**config.mk**
```make
export PLATFORM = sky130hd
export DESIGN_NAME = y86_imem_fetch
export DESIGN_NICKNAME = d
export VERILOG_FILES = /design/src/rtl/y86_imem_pkg.sv /design/src/rtl/y86_ilen_decode.sv /design/src/rtl/y86_imem_fetch.sv
export SDC_FILE = /design/constraint.sdc
export NUM_CORES = 1
export LEC_CHECK = 0
export CAP_MARGIN = 15
export CORE_UTILIZATION = 35
export CTS_CLUSTER_SIZE = 25
export DETAILED_ROUTE_END_ITERATION = 6
export PLACE_DENSITY_LB_ADDON = 0.08
export SYNTH_ARGS = -nofsm -noshare
export SYNTH_HDL_FRONTEND = slang
export SYNTH_SLANG_ARGS = --single-unit
```
**constraint.sdc**
```tcl
create_clock -name clk -period 8.3 [get_ports clk]
set_input_delay 1.66 -clock clk [delete_from_list [all_inputs] [get_ports clk]]
set_output_delay 1.66 -clock clk [all_outputs]
set_load 0.01 [all_outputs]
```
**src/rtl/y86_imem_pkg.sv**
```systemverilog
// Shared definitions for the Y86 instruction-memory fetch block:
// instruction width, icode values, fetch FSM states and the length table.
package y86_imem_pkg;

    localparam int INSTR_BYTES = 10;

    localparam logic [3:0] I_HALT   = 4'h0;
    localparam logic [3:0] I_NOP    = 4'h1;
    localparam logic [3:0] I_RRMOVQ = 4'h2;
    localparam logic [3:0] I_IRMOVQ = 4'h3;
    localparam logic [3:0] I_RMMOVQ = 4'h4;
    localparam logic [3:0] I_MRMOVQ = 4'h5;
    localparam logic [3:0] I_OPQ    = 4'h6;
    localparam logic [3:0] I_JXX    = 4'h7;
    localparam logic [3:0] I_CALL   = 4'h8;
    localparam logic [3:0] I_RET    = 4'h9;
    localparam logic [3:0] I_PUSHQ  = 4'hA;
    localparam logic [3:0] I_POPQ   = 4'hB;

    typedef enum logic {
        IDLE,
        FETCH
    } state_t;

    // Encoded length of a Y86 instruction given its icode; unknown icodes
    // fall back to the full word so nothing is ever truncated.
    function automatic logic [3:0] ilen(input logic [3:0] icode);
        case (icode)
            I_HALT, I_NOP, I_RET:                 ilen = 4'd1;
            I_RRMOVQ, I_OPQ, I_PUSHQ, I_POPQ:     ilen = 4'd2;
            I_JXX, I_CALL:                        ilen = 4'd9;
            I_IRMOVQ, I_RMMOVQ, I_MRMOVQ:         ilen = 4'd10;
            default:                              ilen = 4'd10;
        endcase
    endfunction

endpackage

```
**src/rtl/y86_ilen_decode.sv**
```systemverilog
// Combinational icode -> instruction length decoder used by the
// early-done fetch option.
module y86_ilen_decode
    import y86_imem_pkg::*;
(
    input  logic [3:0] icode,
    output logic [3:0] len
);

    // Pure table lookup.
    assign len = ilen(icode);

endmodule

```
**src/rtl/y86_imem_fetch.sv**
```systemverilog
// Y86 instruction-memory responder. Byte-wide store written by a loader
// port; a fetch request assembles a 10-byte big-endian word one byte per
// clock and returns it with a one-cycle valid pulse.
// Optional macro Y86_ILEN_EARLY_DONE_EN: stop after the number of bytes
// implied by the icode in the first byte; unfetched slots stay 8'h00.
//
// state | meaning
// IDLE  | waiting for req; valid may be high here for one cycle
// FETCH | capturing byte idx of the word at pc_q each clock
module y86_imem_fetch
    import y86_imem_pkg::*;
#(
    parameter int MEM_BYTES = 128,
    parameter int LADDR_W   = 7
) (
    input  logic               clk,
    input  logic               rst_n,
    input  logic               load_en,
    input  logic [LADDR_W-1:0] load_addr,
    input  logic [7:0]         load_data,
    input  logic               req,
    input  logic [63:0]        pc,
    output logic               busy,
    output logic               valid,
    output logic [79:0]        instr,
    output logic               imem_error
);

    logic [7:0]  mem [MEM_BYTES];

    state_t      state, state_nxt;
    logic [63:0] pc_q;
    logic [3:0]  idx;
    logic [79:0] acc, acc_nxt;
    logic        err_acc;
    logic [64:0] rd_addr;
    logic        rd_ok;
    logic [7:0]  rd_byte;
    logic [6:0]  slot_lsb;
    logic        last;

    // 65-bit address so pc near 2**64 can never wrap back into the store.
    assign rd_addr  = {1'b0, pc_q} + {61'd0, idx};
    assign rd_ok    = rd_addr < 65'(MEM_BYTES);
    assign rd_byte  = rd_ok ? mem[rd_addr[LADDR_W-1:0]] : 8'h00;
    assign slot_lsb = 7'(8 * (INSTR_BYTES - 1)) - {idx, 3'b000};
    assign busy     = (state == FETCH);

`ifdef Y86_ILEN_EARLY_DONE_EN
    logic [3:0] len_now;
    logic [3:0] len_q;

    y86_ilen_decode u_ilen (
        .icode (rd_byte[7:4]),
        .len   (len_now)
    );

    // Slot 0 is being read right now, so its length comes straight from
    // the decoder; later slots use the length latched at slot 0.
    assign last = (idx == 4'd0) ? (len_now == 4'd1) : (idx == len_q - 4'd1);

    // Hold the decoded length for the remainder of the fetch.
    always_ff @(posedge clk or negedge rst_n) begin
        if (!rst_n)
            len_q <= 4'd0;
        else if (state == FETCH && idx == 4'd0)
            len_q <= len_now;
    end
`else
    assign last = (idx == 4'(INSTR_BYTES - 1));
`endif

    // Loader writes; out-of-range addresses are dropped, store is not reset.
    always_ff @(posedge clk) begin
        if (load_en && 32'(load_addr) < MEM_BYTES)
            mem[load_addr] <= load_data;
    end

    // Merge the byte being read into its big-endian slot.
    always_comb begin
        acc_nxt = acc;
        acc_nxt[slot_lsb +: 8] = rd_byte;
    end

    // FSM state register.
    always_ff @(posedge clk or negedge rst_n) begin
        if (!rst_n)
            state <= IDLE;
        else
            state <= state_nxt;
    end

    // FSM next-state.
    always_comb begin
        state_nxt = state;
        case (state)
            IDLE:    if (req)  state_nxt = FETCH;
            FETCH:   if (last) state_nxt = IDLE;
            default:           state_nxt = IDLE;
        endcase
    end

    // Fetch datapath. instr is a separate register so the previous word
    // stays visible while the next one is being accumulated.
    always_ff @(posedge clk or negedge rst_n) begin
        if (!rst_n) begin
            pc_q       <= 64'd0;
            idx        <= 4'd0;
            acc        <= 80'h0;
            err_acc    <= 1'b0;
            instr      <= 80'h0;
            imem_error <= 1'b0;
            valid      <= 1'b0;
        end else begin
            valid <= 1'b0;
            case (state)
                IDLE: begin
                    if (req) begin
                        pc_q    <= pc;
                        idx     <= 4'd0;
                        acc     <= 80'h0;
                        err_acc <= 1'b0;
                    end
                end
                FETCH: begin
                    acc     <= acc_nxt;
                    err_acc <= err_acc | ~rd_ok;
                    idx     <= idx + 4'd1;
                    if (last) begin
                        instr      <= acc_nxt;
                        imem_error <= err_acc | ~rd_ok;
                        valid      <= 1'b1;
                        idx        <= 4'd0;
                    end
                end
                default: ;
            endcase
        end
    end

endmodule

```
==> results of run 1 <==
[through the flow]
step	setup WS, ps	total power, W
detailed placement	2580	0.0188
global placement	2640	0.0188
finish	2570	0.0243
global route	2260	0.0256
floorplan	3890	0.0146
CTS	2570	0.0247
[cell usage after synthesis, types with 4 or more instances]
library cell / n / area share [%]
clkbuf_1: 117 / 0.86
or2_2: 4 / 0.049
inv_1: 17 / 0.13
nor3_1: 38 / 0.37
nand3_1: 204 / 2.0
o2111ai_1: 4 / 0.069
a32o_1: 6 / 0.12
a31oi_1: 22 / 0.27
a22o_1: 17 / 0.29
o22ai_1: 9 / 0.11
ha_1: 11 / 0.27
o32ai_1: 4 / 0.069
a21oi_1: 70 / 0.69
nand2b_1: 13 / 0.16
o221ai_1: 6 / 0.10
o31ai_1: 5 / 0.074
buf_2: 4 / 0.039
nor2_1: 178 / 1.3
edfxtp_1: 1024 / 61
nand2_1: 354 / 2.6
a211oi_1: 10 / 0.15
xor2_1: 13 / 0.22
o21ai_0: 132 / 1.3
or3_1: 6 / 0.074
dfrtp_1: 232 / 11
mux2i_1: 27 / 0.53
nand4_1: 39 / 0.48
o21ai_1: 20 / 0.20
and3_1: 30 / 0.37
nor3b_1: 5 / 0.074
buf_1: 42 / 0.31
mux4_2: 256 / 11
a22oi_1: 40 / 0.59
mux2_2: 61 / 1.4
and2_1: 14 / 0.17
or4_1: 9 / 0.13
nor2b_1: 8 / 0.099
nor4_1: 6 / 0.074
xnor2_1: 20 / 0.34
[layout by cell type, fill, tap and decap left out, types with 8 or more instances in the layout]
master / netlist / layout
edfxtp_1: 1024 / 1024
nand2_1: 354 / 354
mux4_2: 256 / 256
dfrtp_1: 232 / 232
nand3_1: 204 / 200
nor2_1: 178 / 176
clkdlybuf4s50_1: 0 / 156
clkbuf_16: 0 / 146
o21ai_0: 132 / 132
a21oi_1: 70 / 70
mux2_2: 61 / 61
buf_4: 1 / 46
a22oi_1: 40 / 40
nand4_1: 39 / 39
clkbuf_1: 117 / 36
nor3_1: 38 / 34
and3_1: 30 / 30
mux2i_1: 27 / 27
a31oi_1: 22 / 22
clkinv_1: 0 / 22
clkinv_2: 0 / 21
o21ai_1: 20 / 20
inv_1: 17 / 17
xnor2_1: 20 / 17
a22o_1: 17 / 17
and2_1: 14 / 14
nand2b_1: 13 / 13
xor2_1: 13 / 11
a211oi_1: 10 / 10
ha_1: 11 / 10
o22ai_1: 9 / 9
or4_1: 9 / 9
buf_12: 0 / 9
nor2b_1: 8 / 8
[flip-flops by register name (all words and copies together) (netlist names)]
name        count
err_acc         1
acc            80
instr          80
pc_q           64
valid           1
mem          1024
imem_error      1
idx             4
busy            1
[power by group]
group	internal [W]	switching, W	leakage [nW]
sequential	0.00707	0.000330	12.2
combinational	0.00432	0.00667	5.21
clock	0.00344	0.00247	2.12
[worst paths after layout]
path                            depth (start not counted)                     to                 from  slack (ps)
worst max register to register                         12  instr[54]$_DFFE_PN0P_   idx[0]$_DFFE_PN0P_        2570
worst max-delay path                                   12  instr[54]$_DFFE_PN0P_   idx[0]$_DFFE_PN0P_        2570
worst min register to register                          2    acc[19]$_DFFE_PN0P_  acc[19]$_DFFE_PN0P_         480
max in group asynchronous                               2    acc[26]$_DFFE_PN0P_                rst_n        6020
worst min-delay path                                    2    acc[19]$_DFFE_PN0P_  acc[19]$_DFFE_PN0P_         480
min in group asynchronous                               1   pc_q[43]$_DFFE_PN0P_                rst_n         940
[final cells by class]
class | count | area [sq um] | area share [%]
Sequential cell | 1256 | 36600 | 61.8
Clock inverter | 58 | 470 | 0.796
Inverter | 17 | 63.8 | 0.108
Tap cell | 1903 | 2380 | 4.03
Clock buffer | 187 | 3860 | 6.53
Timing Repair Buffer | 212 | 2100 | 3.56
Multi-Input combinational cell | 1671 | 13700 | 23.1
[routing by layer]
layer	up-vias	global-route usage, %
met1	15000	26.2
met2	789	31.4
met4	8	5.04
met3	196	3.54
met5	-	0
li1	12600	-
[cell families (layout without fill, tap and decap cells)]
logic type	after synthesis	after routing	synth area share (%)
AOI/OAI and AO/OA	361	361	4.31
xor gates and xnor gates	33	33	0.569
adders and majority gates	12	12	0.310
buffers and inverters	181	474	1.36
DFF	1256	1256	72.0
muxes	344	344	13.2
and+or+nand+nor	921	921	8.23
[worst register-to-register path: stages (launching register included)]
cell and delay, ps:
dfrtp_1 530, ha_4 200, inv_1 50, fa_4 1340
buf_12 460, mux4_2 400, nand2_1 80, nand2_1 60
o21ai_0 550, o221ai_1 390, nor3_1 700, nand2b_1 630
o21ai_0 200
==> flow_metrics.tcl, run 1 <==
set metrics [dict create \
    syn_area_per_cell_sq_um 16.3 \
    area_growth_pct 16.4 \
    antenna_found_initial 4 \
    grt_pass1_vias 30000 \
    overflow 0 \
    ioPinCount 166 \
    slew_viol_final 0 \
    cts_sinks 1256 \
    layout-drive-gt1-share_pct 17.2 \
    path_class "reg -> reg" \
    utilization_pct 41.1 \
    dieArea_sq_um 147000 \
    fin_crit_sh_pct 69.0 \
    met2_length_microns 67700 \
    first_iter_violations 2363 \
    max_freq_ghz 0.175 \
    slowest_delay_ps 1340 \
    critPathMaxFanout 58 \
    postCtsHoldBufs 0 \
    cts_resized 0 \
    fin_setup_tns_ps 0 \
    synthCells 3108 \
    n_antenna_cell 0 \
    syn_nets 3203 \
    wl_per_cell_microns 26.2 \
    async_reset_ff_share_pct 18.5 \
    critPathCaptureType "flip-flop" \
    synthFlopType "edfxtp_1" \
    period_needed_ps 5730 \
    grt_usage_pct 19.2 \
    power.leakage_nw 19.6 \
    final_hold_viol_count 0 \
    cts_root_buf "clkbuf_16" \
    vias_per_cell 5.39 \
    clockBufferDepth 3 \
    min-delay-path-class "reg -> reg" \
    ys_seq_area_share_pct 72.0 \
    path_delay_family "adder cells" \
    dr.max_layer_used "met5" \
    clk_pin_slew_worst_paths_ps 60 \
    ys_types 61 \
    cp.arrival_ps 6320 \
    slew_headroom_pct 25.8 \
    rows 139 \
    coreArea_sq_um 144000 \
    place_inst 5059 \
    rsz0062_at_grt "false" \
    peakVddDrop_mv 0.706 \
    startpoint_type "flip-flop" \
    synth-edff-count 1024 \
    grt_max_degree 141 \
    violations "DRC" \
    hold_slack_ps 478 \
    vias 28600 \
    clock_latency_ps 750 \
    cts-buffers-inserted 140 \
    status "finished with violations" \
    start_util_pct 35.3 \
    dieHeight_microns 383 \
    setup_viol 0 \
    skew_ps 21.9 \
    ant_nets 0 \
    met3_length_microns 6860 \
    final_cells 5304 \
    die_x_microns 383 \
    tightest_slew_ps 1110 \
    p_per_area_nw_per_um2 411 \
    gp_congestion 0.869 \
    cp.required_ps 8880 \
    portBuffers 165 \
    ys_warn_count 0 \
    h-tree-depth 4 \
    crit_path_cell_trace "ha_4 -> inv_1 -> fa_4 -> buf_12 -> mux4_2 -> nand2_1 -> nand2_1 -> o21ai_0 -> o221ai_1 -> nor3_1 -> nand2b_1 -> o21ai_0" \
    cts_tree "built" \
    wirelength_microns 139000 \
    cap_viol_max_count 0 \
    stdcell_area_sq_um 59100 \
    nNetsFinal 3393 \
    cts_setup_buffers 0 \
    fill_cells 13000 \
    yosys_register_bits 1256 \
    grt_pass1_wl_microns 206000 \
    crit_slowest_cell "fa_4" \
    placed_cell_area_sq_um 54800 \
    remaining_drc_errors 24 \
    drt-met1-wl_microns 61800 \
    hpwl_microns 84800 \
    path_buf_inv 2 \
    syn_area_sq_um 50800 \
    first_pass_iters 7 \
]
Power figures use the tool's default switching activity.
==> inputs of run 2 (changes only) <==
- clock period: 8.3 -> 5.9 ns (I/O delays scaled with it)
==> run 2 against run 1 <==
Compared with the run above:
- via count grew 1.4%
- clock power grew 48%
- critical path type unchanged
- cell area grew 1.6%
- the run still ends with DRC left
- highest routed layer unchanged
- final cell count grew 1.7%
- combinational power is 48% higher
- core utilization up 0.66 points
- largest cell class unchanged
- die area unchanged
==> flow_metrics.tcl, run 2 (same netlist as run 1, synthesis figures left out) <==
set metrics [dict create \
    wl_per_cell_microns 25.9 \
    portBuffers 165 \
    wirelength_microns 140000 \
    ant_nets 0 \
    skew_ps 26.5 \
    peakVddDrop_mv 0.575 \
    cts_tree "built" \
    tightest_slew_ps 1150 \
    overflow 0 \
    first_pass_iters 7 \
    fin_crit_sh_pct 86.1 \
    cts_root_buf "clkbuf_16" \
    setup_viol 0 \
    remaining_drc_errors 26 \
    largest_register_ff_count 1024 \
    dieArea_sq_um 147000 \
    path_class "reg -> reg" \
    slowest_delay_ps 540 \
    grt_pass1_wl_microns 207000 \
    die_x_microns 383 \
    hpwl_microns 88700 \
    cts-buffers-inserted 141 \
    hold_slack_ps 467 \
    critPathCaptureType "flip-flop" \
    cts_sinks 1256 \
    p_per_area_nw_per_um2 590 \
    critPathMaxFanout 14 \
    antenna_found_initial 6 \
    startpoint_type "flip-flop" \
    largestRegisters "mem (1024), acc (80), instr (80)" \
    grt_pass1_vias 30200 \
    cap_viol_max_count 0 \
    clk_pin_slew_worst_paths_ps 60 \
    cts_resized 0 \
    path_delay_family "simple AND/OR/NAND/NOR gates" \
    cp.arrival_ps 5720 \
    gp_congestion 0.847 \
    rows 139 \
    min-delay-path-class "in -> async" \
    ioPinCount 166 \
    h-tree-depth 4 \
    cts_setup_buffers 0 \
    status "finished with violations" \
    final_cell_mix "edfxtp_1 (1,024), nand2_1 (354), mux4_2 (256)" \
    area_growth_pct 18.3 \
    top_register "mem" \
    first_iter_violations 2280 \
    grt_max_degree 129 \
    max_freq_ghz 0.197 \
    slew_viol_final 0 \
    cp.required_ps 6540 \
    crit_slowest_cell "dfrtp_1" \
    slew_headroom_pct 23.4 \
    period_needed_ps 5080 \
    utilization_pct 41.8 \
    nNetsFinal 3472 \
    dieHeight_microns 383 \
    violations "DRC" \
    fin_setup_tns_ps 0 \
    postCtsHoldBufs 0 \
    coreArea_sq_um 144000 \
    start_util_pct 35.3 \
    mostFrequentLayoutCell "edfxtp_1" \
    layout-drive-gt1-share_pct 19.4 \
    power.leakage_nw 20.2 \
    grt_usage_pct 19.2 \
    rsz0062_at_grt "false" \
    vias_per_cell 5.37 \
    vias 29000 \
    crit_path_cell_trace "ha_4 -> inv_1 -> fa_4 -> nand2b_1 -> a2111oi_1 -> buf_4 -> nand2_1 -> o31ai_1 -> nand4_1 -> or4_1 -> or4_1 -> nor3_4 -> nand2b_1 -> o21ai_0" \
    clockBufferDepth 3 \
    fill_cells 12900 \
    path_buf_inv 2 \
    clock_latency_ps 760 \
    final_hold_viol_count 0 \
]
run 2: cell count changes in the layout (fill, tap and decap cells not counted), moves of 4 or more:
cell,previous run,this run
clkbuf_1,36,25
buf_12,9,17
buf_4,46,116
clkbuf_16,146,150
bufinv_16,6,12
clkinv_2,21,32
run 2: layout make-up:
type,count,area (sq um),area share [%]
Clock buffer,180,3920,6.52
Tap cell,1903,2380,3.96
Sequential cell,1256,36600,60.9
Timing Repair Buffer,290,2790,4.64
Antenna cell,2,5.00,0.00833
Clock inverter,76,696,1.16
Multi-Input combinational cell,1671,13700,22.7
Inverter,17,63.8,0.106
run 2: final timing paths:
kind                                          start                     to  slack (ps)  cells past startpoint
worst max-delay path             idx[0]$_DFFE_PN0P_  instr[19]$_DFFE_PN0P_         820                     14
worst min-delay path                          rst_n   pc_q[37]$_DFFE_PN0P_         470                      1
worst max register to register   idx[0]$_DFFE_PN0P_  instr[19]$_DFFE_PN0P_         820                     14
worst min register to register  acc[63]$_DFFE_PN0P_    acc[63]$_DFFE_PN0P_         480                      2
max in group asynchronous                     rst_n  instr[19]$_DFFE_PN0P_        4150                      2
min in group clk                acc[63]$_DFFE_PN0P_    acc[63]$_DFFE_PN0P_         480                      2
run 2: worst reg2reg max path, delay by kind of cell (launching register included):
family / cells / cell delay [ps]
AOI/OAI and AO/OA: 3 / 1100
adders and majority gates: 2 / 710
buffers and inverters: 2 / 270
DFF: 1 / 540
and+or+nand+nor: 7 / 2360
run 2: report_power, final:
group / internal, W / leakage [nW] / switching [W]
Combinational: 0.00673 / 5.65 / 0.00958
Sequential: 0.00995 / 12.2 / 0.000459
Clock: 0.00521 / 2.28 / 0.00353
run 2: metrics by stage:
step / cells / area [sq um] / total power (W) / worst slack, ps
2_1_floorplan: 3108 / 50800 / 0.0205 / 1490
3_3_place_gp: 5136 / 55400 / 0.0273 / 878
3_5_place_dp: 5136 / 55400 / 0.0273 / 774
4_1_cts: 5392 / 60000 / 0.0361 / 742
5_1_grt: 5395 / 60100 / 0.0374 / 449
6_report: 5395 / 60100 / 0.0355 / 818
run 2: metal layers:
| metal | vias up | GRT usage (%) | part of all wire, % | wire [microns] |
|---|---|---|---|---|
| met5 | - | 0 | 0.029 | 41 |
| met4 | 6 | 5.28 | 2.2 | 3070 |
| met3 | 202 | 3.20 | 4.6 | 6430 |
| met2 | 776 | 31.7 | 49 | 68200 |
| met1 | 15200 | 26.3 | 44 | 62200 |
| li1 | 12800 | - | - | - |
